`src/rtl/control_unit.sv`:
```
// control_unit: multi-cycle sequencer for the fetch / decode / execute datapath.
// Fetch runs T0-T2 (T1 stretches until mem_ready), T3 decodes IR[31:27] and
// latches it into op_q, T4-T6 execute ALU or MUL/DIV ops, opcode 27 parks the
// block in HALT until clear.
// Optional build macro: CU_STEP_EN -- every instruction completion waits in
// STEP_WAIT for a step pulse before fetching again.
//
// state     | meaning
// RST       | reset, all outputs low
// T0        | PC to MAR, increment PC into Z
// T1        | memory read, held until mem_ready
// T2        | MDR to IR
// T3        | decode opcode, first operand to Y
// T4        | second operand, ALU result into Z
// T5        | write back low result
// T6        | write back high result (MUL/DIV)
// HALT      | stopped until clear
// STEP_WAIT | wait for step pulse (CU_STEP_EN builds only)
module control_unit (
    input  logic        clock,
    input  logic        clear,
    input  logic [31:0] IR,
    input  logic        mem_ready,
    input  logic        step,
    output logic        PCout,
    output logic        PCin,
    output logic        IncPC,
    output logic        MARin,
    output logic        MDRin,
    output logic        MDRout,
    output logic        Read,
    output logic        IRin,
    output logic        Yin,
    output logic        Zin,
    output logic        Zlowout,
    output logic        Zhighout,
    output logic        LOin,
    output logic        HIin,
    output logic        Gra,
    output logic        Grb,
    output logic        Grc,
    output logic        Rin,
    output logic        Rout,
    output logic [4:0]  alu_op,
    output logic        halted
);

    typedef enum logic [3:0] {
        RST  = 4'd0,
        T0   = 4'd1,
        T1   = 4'd2,
        T2   = 4'd3,
        T3   = 4'd4,
        T4   = 4'd5,
        T5   = 4'd6,
        T6   = 4'd7,
        HALT = 4'd8
`ifdef CU_STEP_EN
        , STEP_WAIT = 4'd9
`endif
    } state_t;

    localparam logic [4:0] OP_HALT = 5'd27;

`ifdef CU_STEP_EN
    // Completed instructions pause here until the operator steps.
    localparam state_t ST_DONE = STEP_WAIT;
    logic unused_ir;
    assign unused_ir = ^IR[26:0];
`else
    localparam state_t ST_DONE = T0;
    logic unused_ir;
    assign unused_ir = ^{IR[26:0], step};
`endif

    state_t     state_q, state_d;
    logic [4:0] op_q, op_d;

    function automatic logic is_alu(input logic [4:0] op);
        return (op >= 5'd3) && (op <= 5'd11);
    endfunction

    function automatic logic is_muldiv(input logic [4:0] op);
        return (op == 5'd15) || (op == 5'd16);
    endfunction

    // Next-state and opcode latch decode.
    always_comb begin
        state_d = state_q;
        op_d    = op_q;
        case (state_q)
            RST: state_d = T0;
            T0:  state_d = T1;
            T1:  if (mem_ready) state_d = T2;
            T2:  state_d = T3;
            T3: begin
                op_d = IR[31:27];
                if (is_alu(IR[31:27]) || is_muldiv(IR[31:27]))
                    state_d = T4;
                else if (IR[31:27] == OP_HALT)
                    state_d = HALT;
                else
                    state_d = ST_DONE;
            end
            T4:  state_d = T5;
            T5:  state_d = is_muldiv(op_q) ? T6 : ST_DONE;
            T6:  state_d = ST_DONE;
            HALT: state_d = HALT;
`ifdef CU_STEP_EN
            STEP_WAIT: if (step) state_d = T0;
`endif
            default: state_d = RST;
        endcase
    end

    // State and opcode registers with synchronous active-low clear.
    always_ff @(posedge clock) begin
        if (!clear) begin
            state_q <= RST;
            op_q    <= 5'd0;
        end else begin
            state_q <= state_d;
            op_q    <= op_d;
        end
    end

    // Strobe decode from the current state; T3 looks at IR, T4-T6 at op_q.
    always_comb begin
        PCout    = 1'b0;
        PCin     = 1'b0;
        IncPC    = 1'b0;
        MARin    = 1'b0;
        MDRin    = 1'b0;
        MDRout   = 1'b0;
        Read     = 1'b0;
        IRin     = 1'b0;
        Yin      = 1'b0;
        Zin      = 1'b0;
        Zlowout  = 1'b0;
        Zhighout = 1'b0;
        LOin     = 1'b0;
        HIin     = 1'b0;
        Gra      = 1'b0;
        Grb      = 1'b0;
        Grc      = 1'b0;
        Rin      = 1'b0;
        Rout     = 1'b0;
        alu_op   = 5'd0;
        halted   = 1'b0;
        case (state_q)
            T0: begin
                PCout = 1'b1;
                MARin = 1'b1;
                IncPC = 1'b1;
                Zin   = 1'b1;
            end
            T1: begin
                Zlowout = 1'b1;
                PCin    = 1'b1;
                Read    = 1'b1;
                MDRin   = 1'b1;
            end
            T2: begin
                MDRout = 1'b1;
                IRin   = 1'b1;
            end
            T3: begin
                if (is_alu(IR[31:27])) begin
                    Grb  = 1'b1;
                    Rout = 1'b1;
                    Yin  = 1'b1;
                end else if (is_muldiv(IR[31:27])) begin
                    Gra  = 1'b1;
                    Rout = 1'b1;
                    Yin  = 1'b1;
                end
            end
            T4: begin
                Rout   = 1'b1;
                Zin    = 1'b1;
                alu_op = op_q;
                if (is_muldiv(op_q))
                    Grb = 1'b1;
                else
                    Grc = 1'b1;
            end
            T5: begin
                Zlowout = 1'b1;
                if (is_muldiv(op_q)) begin
                    LOin = 1'b1;
                end else begin
                    Gra = 1'b1;
                    Rin = 1'b1;
                end
            end
            T6: begin
                Zhighout = 1'b1;
                HIin     = 1'b1;
            end
            HALT: halted = 1'b1;
            default: ;
        endcase
    end

endmodule

```
`config.mk`:
```
export PLATFORM = sky130hd
export DESIGN_NAME = control_unit
export DESIGN_NICKNAME = d
export VERILOG_FILES = /design/src/rtl/control_unit.sv
export SDC_FILE = /design/constraint.sdc
export NUM_CORES = 1
export LEC_CHECK = 0
export BUFFER_PORTS_ARGS = -buffer_cell sky130_fd_sc_hd__buf_2
export CORE_AREA = 2 2 49 51
export CTS_BUF_LIST = sky130_fd_sc_hd__clkbuf_4 sky130_fd_sc_hd__clkbuf_8 sky130_fd_sc_hd__clkbuf_16
export CTS_CLUSTER_SIZE = 40
export DETAILED_ROUTE_END_ITERATION = 10
export DIE_AREA = 0 0 51 53
export PLACE_DENSITY = 0.83
export SLEW_MARGIN = 25
export SYNTH_ARGS = -nofsm -noshare
export SYNTH_HDL_FRONTEND = slang
export SYNTH_SLANG_ARGS = --single-unit
```
`constraint.sdc`:
```
create_clock -name clock -period 1.2 [get_ports clock]
set_clock_uncertainty 0.05 [all_clocks]
set_input_delay 0.06 -clock clock [delete_from_list [all_inputs] [get_ports clock]]
set_output_delay 0.06 -clock clock [all_outputs]
set_load 0.02 [all_outputs]
```
* Yosys cells after proc, flatten, opt, wreduce, memory -nomap -nowiden *
Cells that the tools add are included.

word-level totals
  bits in read-only memories = 0
  bits in latches = 0
  memories = 0
  bits in writable memories = 0
  flip-flop bits (word level) = 9

cells by class
  reductions and logical operators = 8
  $add $sub $neg = 0
  bitwise gates (word level) = 0
  multiply operators = 0
  mux-type cells = 26
  eq/ne operators = 14
  magnitude comparators = 2
  div/mod/pow operators = 0
  shifts and indexed selects = 0

operator list
  cell                                                  count
  case mux 4 bit (8 select lines)                       1
  2-to-1 mux 1 bit                                      17
  == test 4 x 3 -> 1 bit (second input constant)        4
  == test 5 bit (second input constant)                 3
  2-to-1 mux 4 bit                                      3
  == test 5 x 4 -> 1 bit (second input constant)        2
  == test 4 x 2 -> 1 bit (second input constant)        2
  case mux 1 bit (2 select lines)                       3
  OR reduction 2 bit                                    3
  >= comparator 5 x 2 -> 1 bit (second input constant)  1
  <= comparator 5 x 4 -> 1 bit (second input constant)  1
  2-to-1 mux 5 bit                                      1
  == test 4 x 1 -> 1 bit (second input constant)        1
  == test 4 bit (second input constant)                 1
  logical NOT 4 bit                                     1
  logical OR 1 bit                                      3
  2-to-1 mux 3 bit                                      1
  != test 2 bit (second input constant)                 1
  logical AND 1 bit                                     1

* Depth between registers and ports, before layout *
Gate-level depths: netlist of run 1.

  depth in word-level cells = 5
  depth in mapped cells = 5

* Worst setup path before layout of run 1 *
Ideal clock, no wire load.

  path type = register -> output
  from = register state_q[2]
  to = output PCin
  arrival = 1.763 ns
  slack = -0.673 ns
  buffers on the path = 3
  required time = 1.090 ns
  cell stages (with the launch flop) = 5
  cell sequence = dfxtp_1 > clkbuf_1 > clkbuf_1 > nor4_1 > buf_4

on the way
  cells in the longest elaborated chain, start to end = 2

ends and longest elaborated chain
  what                    line  RTL
  start, declared         76    state_t state_q, state_d;
  start signal, assigned  122   state_q <= state_d;
  == test 4 x 2 -> 1 bit  --
  2-to-1 mux 1 bit        --
  end, declared           26    output logic PCin,

Every way passes these cells.

* Worst setup path after layout of run 1 *
  from = register op_q[1]
  to = output Gra

on the way
  cells in the longest elaborated chain, start to end = 4

ends and longest elaborated chain
  what                                                            line  RTL
  start, declared                                                 77    logic [4:0] op_q, op_d;
  start signal, assigned                                          123   op_q <= op_d;
  == test 5 x 4 -> 1 bit / == test 5 bit (equally long branches)  84    return (op == 5'd15) || (op == 5'd16);
  logical OR 1 bit *                                              84
  2-to-1 mux 1 bit *                                              189   if (is_muldiv(op_q)) begin
  case mux 1 bit (2 select lines) *                               150   case (state_q)
  end, declared                                                   39    output logic Gra,

Every way passes the cells marked *; elsewhere a longest branch is shown, timed or not.

==> results by group, run 1 <==
Synth
  • Synth area leader: dfxtp_1
  • Syn nets: 126
  • Netlist Area Pre-Place: 694 um^2
  • Post-synth EDFFs: 0
  • Synth area leaders: dfxtp_1 26%, nor2b_1 9.0%, mux2i_1 8.6%, buf_4 6.5%, and3_1 5.4%
  • Flops & latches, synth: 9
  • Seq/Total Area, Yosys: 0.259
  • Dominant synthesized flop cell: dfxtp_1
  • Synth warn: 0
  • Yosys top cell area share: 0.259
  • Mean cell area of the mapped netlist: 7.72 um^2
  • Asr flop ratio synth: 0
  • Cell variety after synth: 31
  • Syn Inst Count: 90

Global routing
  • Initial antenna violation count: 0
  • M1 GR Usage: 0.252
  • First-pass GRT wire length: 4.68 mm
  • M3 GR Usage: 0.0339
  • Met2 Usage GRT: 0.465
  • Pin count of the biggest net entering global routing: 10
  • Vias in the first global route: 942
  • Overflow after GRT: 0
  • Gr usage total: 0.243
  • Busiest metal layer after global routing: met2

Die
  • Core ar.: 0.00215 mm^2
  • Die X: 51 um
  • Die Span Y: 53 um
  • Starting Density: 0.323
  • IO Pins: 61
  • Std-Cell Rows: 17
  • Die Area: 0.00270 mm^2

Timing
  • Final hold slack: 0.0409 ns
  • Final Cycle Share: 1.42
  • Fin. Hold Viols: 0
  • # setup viols final: 32
  • Least-Margin Pin Slew: 0.421 ns
  • RSZ-0062 raised after global routing: true
  • Worst Setup Slack, final: -0.505 ns
  • Slew headroom: 0.717
  • Fin crit period: 1.70 ns
  • Max Slew Vio Count: 0
  • Fmax: 0.587 GHz

Flow run
  • Max_cap viols: 0

Clocking
  • Reg clk slew, reported paths: 0.06 ns
  • Htree depth: 1
  • Hold Buf Count CTS: 0
  • CTS Buffer Depth: 2
  • Clk_lat worst skew: 0.27 ns
  • Clock Tree Root: clkbuf_4
  • TritonCTS Buffers: 3
  • Sink Count: 9
  • TritonCTS clock tree: done

Cells and area
  • Most frequent cells in the layout: 33 x buf_4, 32 x buf_6, 9 x nor2b_1, 7 x buf_2
  • Commonest non-fill, non-tap cell in the layout: buf_4
  • Share of layout cells above drive strength 1: 0.737
  • Design Area, Final: 0.00155 mm^2
  • Area Growth Syn to Fin: 124%
  • Total Nets Final: 193
  • Finished Layout Cells: 184
  • Utilization after layout: 0.723
  • Antenna diode count: 0

Power
  • Maximum vdd ir drop: 0.451 mV
  • Cell Pwr Density: 778 mW/mm^2
  • Leakage: 0.714 nW

Run status
  • Failing checks: setup timing
  • Status: finished, violations left

Routing
  • Post-route antenna net violation count: 0
  • Total iterations of the first detailed-routing run: 4
  • DRC Markers: 0
  • Routed len/inst: 17.8 um
  • Via count: 977
  • Final wirelength: 3.28 mm
  • Via density: 5.31
  • Drt first-iter violations: 25

Placement
  • Placement Cell Area: 0.00115 mm^2
  • GP Congestion: 0.791
  • Cell count after placement: 170
  • Dpl hpwl: 1.81 mm
  • I/O Buffers: 32
  • Dpl ws: -0.272 ns

Setup path
  • CP endpoint kind: output pin
  • Worst r2r src: op_q[1]$_SDFFE_PN0P_
  • Crit-path max FO: 3
  • Worst Setup SP: op_q[1]$_SDFFE_PN0P_
  • Worst Path Arrival: 1.59 ns
  • Startpoint Class: flop
  • Crit Path Class: flop to output pin
  • CP required: 1.09 ns

Min path
  • Worst Min Path Start: clear
  • Hold/Removal Path Class: input pin to flop
==> through the flow <==
step	total power [mW]	TNS [ns]
2_1_floorplan	0.612	-1.97
3_3_place_gp	0.739	-0.847
3_5_place_dp	0.751	-1.70
4_1_cts	1.15	-8.32
5_1_grt	1.24	-11.64
6_report	1.21	-10.37
==> state kept, by name, indices dropped and copies added (netlist names) <==
| register | cells |
|---|---|
| op_q | 5 |
| state_q | 4 |
==> metal layers <==
layer  part of all wire  up-vias
met2               0.51       54
met3              0.053       14
met4              0.037        0
li1                   -      447
met1               0.39      462
met5                  0        -
==> final timing paths <==
path / end / slack, ns / cells after the start
setup / recovery: Gra / -0.50 / 5
hold / removal: op_q[0]$_SDFFE_PN0P_ / 0.04 / 2
setup reg to reg: state_q[2]$_SDFFE_PN0P_ / -0.46 / 5
hold reg to reg: op_q[2]$_SDFFE_PN0P_ / 0.52 / 2
==> timing repair <==
action | 4_1_cts | 5_1_grt
pin swaps | 16 | 5
hold endpoints to repair | 0 | 0
buffers inserted | 8 | 3
resized for setup | 79 | 8
setup endpoints to repair | 32 | 32
==> power breakdown <==
group / total (mW) / switching [mW] / internal [mW]
combinational: 0.596 / 0.284 / 0.312
clock: 0.268 / 0.116 / 0.151
sequential: 0.345 / 0.0305 / 0.315
total: 1.21 / 0.431 / 0.778
==> Yosys cell counts, types with 2 or more instances <==
| cell type | instances |
|---|---|
| nand2_1 | 6 |
| and2_1 | 2 |
| nor2_1 | 7 |
| clkbuf_1 | 3 |
| nand2b_1 | 2 |
| inv_1 | 2 |
| buf_2 | 2 |
| mux2i_1 | 6 |
| o31ai_1 | 2 |
| and3_1 | 6 |
| nor3_1 | 3 |
| nor2b_1 | 10 |
| a21oi_1 | 3 |
| buf_4 | 6 |
| dfxtp_1 | 9 |
| and3_2 | 3 |
| o21ai_0 | 4 |
==> critical path, cell delays in order (launching register included) <==
cell and delay, ns:
dfxtp_2 0.34, nor4b_4 0.37, mux2i_4 0.14, and3_4 0.17
o21bai_4 0.16, buf_6 0.13
==> layout make-up <==
type / count / area [um^2]
multi-input combinational: 68 / 612
tap: 28 / 35.0
fill: 137 / 596
sequential: 9 / 200
inverter: 2 / 12.5
clock buffer: 4 / 30.0
timing repair buffer: 73 / 663
==> cell families after synthesis <==
kind of cell,share of synthesized area
and+or+nand+nor,0.409
muxes,0.0865
buffers and inverters,0.106
AOI/OAI and AO/OA,0.139
DFF,0.259
(Power assumes the default switching activity.)
==> inputs of run 2 (changes only) <==
Settings changed: TNS_END_PERCENT set to 50.
==> results by group, run 2 (synthesis results as in run 1) <==
Placement
  • Dpl hpwl: 1.72 mm (-5.4%)
  • Cell count after placement: 158 (-7.1%)
  • Dpl ws: -0.304 ns (-0.0325 ns)
  • I/O Buffers: 32 (unchanged)
  • GP Congestion: 0.774 (-2.2%)
  • Placement Cell Area: 0.00107 mm^2 (-7.0%)

Cells and area
  • Total Nets Final: 180 (-6.7%)
  • Most frequent cells in the layout: 26 x buf_6, 24 x buf_4, 9 x nor2b_1, 8 x buf_2, 6 x and3_4
  • Filler instances: 153 (+12%)
  • Finished Layout Cells: 171 (-7.1%)
  • Biggest register: op_q
  • Antenna diode count: 0 (unchanged)
  • Reg area: 203 um^2 (+1.2%)
  • Multi-input logic area: 618 um^2 (+1.0%)
  • Share of layout cells above drive strength 1: 0.699 (-0.0379)
  • Area Growth Syn to Fin: 109%
  • Design Area, Final: 0.00145 mm^2 (-6.7%)
  • Number of flip-flops in the largest register: 5 (unchanged)
  • Commonest non-fill, non-tap cell in the layout: buf_6
  • Top flop regs: op_q (5), state_q (4)

Flow run
  • Max_cap viols: 0 (unchanged)

Global routing
  • Overflow after GRT: 0 (unchanged)
  • Initial antenna violation count: 0 (unchanged)
  • Pin count of the biggest net entering global routing: 14 (+4)
  • Gr usage total: 0.222 (-0.0219)
  • First-pass GRT wire length: 4.28 mm (-8.4%)
  • Vias in the first global route: 911 (-3.3%)

Timing
  • Fmax: 0.608 GHz (+3.7%)
  • Worst Setup Slack, final: -0.444 ns (+0.0603 ns)
  • Slew headroom: 0.664 (-0.0526)
  • Fin crit period: 1.64 ns (-0.0603 ns)
  • Fin. Hold Viols: 0 (unchanged)
  • # setup viols final: 32 (unchanged)
  • Setup TNS Final: -9.04 ns (+1.32 ns)
  • Least-Margin Pin Slew: 0.499 ns (+0.0783 ns)
  • Max Slew Vio Count: 0 (unchanged)
  • Final Cycle Share: 1.37 (-0.0503)
  • RSZ-0062 raised after global routing: true

Die
  • Core ar.: 0.00215 mm^2 (unchanged)
  • Die X: 51 um (unchanged)
  • Die Span Y: 53 um (unchanged)
  • IO Pins: 61 (unchanged)
  • Die Area: 0.00270 mm^2 (unchanged)
  • Std-Cell Rows: 17 (unchanged)
  • Starting Density: 0.323 (unchanged)

Setup path
  • Worst Path Arrival: 1.53 ns (-0.06 ns)
  • Crit-path max FO: 3 (unchanged)
  • R2r setup slk: -0.36 ns (+0.10 ns)
  • Crit Path Class: flop to output pin
  • CP endpoint kind: output pin
  • CP required: 1.09 ns (about the same)
  • Worst r2r src: op_q[2]$_SDFFE_PN0P_
  • R2R depth: 5 (unchanged)
  • FF-to-FF End: state_q[2]$_SDFFE_PN0P_
  • Startpoint Class: flop

Run status
  • Failing checks: setup timing
  • Status: finished, violations left

Clocking
  • Htree depth: 1 (unchanged)
  • Sink Count: 9 (unchanged)
  • Reg clk slew, reported paths: 0.06 ns (about the same)
  • Clock Tree Root: clkbuf_4
  • Clk_lat worst skew: 0.28 ns (about the same)
  • TritonCTS Buffers: 3 (unchanged)
  • Hold Buf Count CTS: 0 (unchanged)
  • CTS Buffer Depth: 2 (unchanged)
  • TritonCTS clock tree: done

Power
  • Total power: 1.19 mW (-1.3%)
  • Leakage: 0.647 nW (-9.3%)
  • Maximum vdd ir drop: 0.497 mV (+10%)
  • Cell Pwr Density: 823 mW/mm^2 (+5.8%)

Routing
  • DRC Markers: 0 (unchanged)
  • Metal3 WL: 236 um (+36%)
  • Final wirelength: 3.02 mm (-7.9%)
  • Met1 wire length: 1.08 mm (-16%)
  • Uppermost layer routed: met4
  • Drt first-iter violations: 29 (+16%)
  • Routed len/inst: 17.7 um (-0.87%)
  • Total iterations of the first detailed-routing run: 4 (unchanged)
  • Via count: 957 (-2.0%)
  • Met2 routed WL: 1.58 mm (-6.4%)
  • Post-route antenna net violation count: 0 (unchanged)
  • Via density: 5.60 (+5.4%)

Min path
  • Hold path cells: 2 (unchanged)
  • Hold EP: op_q[4]$_SDFFE_PN0P_
  • Worst Min Path Start: clear
  • Hold/Removal Path Class: input pin to flop
## run 2: report_power, final
part           switching (mW)  total [mW]  internal, mW
sequential             0.0374       0.350         0.313
combinational           0.271       0.562         0.291
clock                   0.129       0.280         0.152
## run 2: worst max path at each step
stage	start	end	slack (ns)
floorplan	state_q[0]$_SDFFE_PN0P_	MARin	-0.26
global placement	op_q[0]$_SDFFE_PN0P_	Gra	-0.21
detailed placement	op_q[0]$_SDFFE_PN0P_	state_q[2]$_SDFFE_PN0P_	-0.30
CTS	op_q[2]$_SDFFE_PN0P_	Gra	-0.40
global route	op_q[2]$_SDFFE_PN0P_	Gra	-0.48
finish	op_q[2]$_SDFFE_PN0P_	Gra	-0.44
## run 2: area by class of cell
type / count / share of cell area
repair buffers: 60 / 0.382
well taps: 28 / 0.0242
inverters: 2 / 0.00691
multi-input cells: 68 / 0.427
flip-flops and latches: 9 / 0.140
clock buffers: 4 / 0.0207
## run 2: per-stage QoR
| stage | hold WS, ns | utilization |
|---|---|---|
| after global placement | 0.297 | 0.500 |
| after floorplan | 0.138 | - |
| after global routing | 0.0500 | 0.674 |
| after CTS | 0.0410 | 0.625 |
| final | 0.0502 | 0.674 |
| after detailed placement | 0.318 | 0.500 |
## run 2: what timing repair did
item	CTS	global route
gates resized for setup	61	22
pin swaps	15	4
setup buffers	5	4
setup endpoints to repair	32	32
## run 2: routing by layer
layer  GRT usage  vias up
met1       0.213      440
met2       0.429       75
met5           0        -
met4       0.153        0
li1            -      424
met3      0.0339       18
## run 2: critical path, stage by stage, from the launching register on
cell and delay (ns):
dfxtp_2 0.34, nor4b_4 0.33, mux2i_4 0.13, and3_4 0.17
o21bai_4 0.16, buf_6 0.14
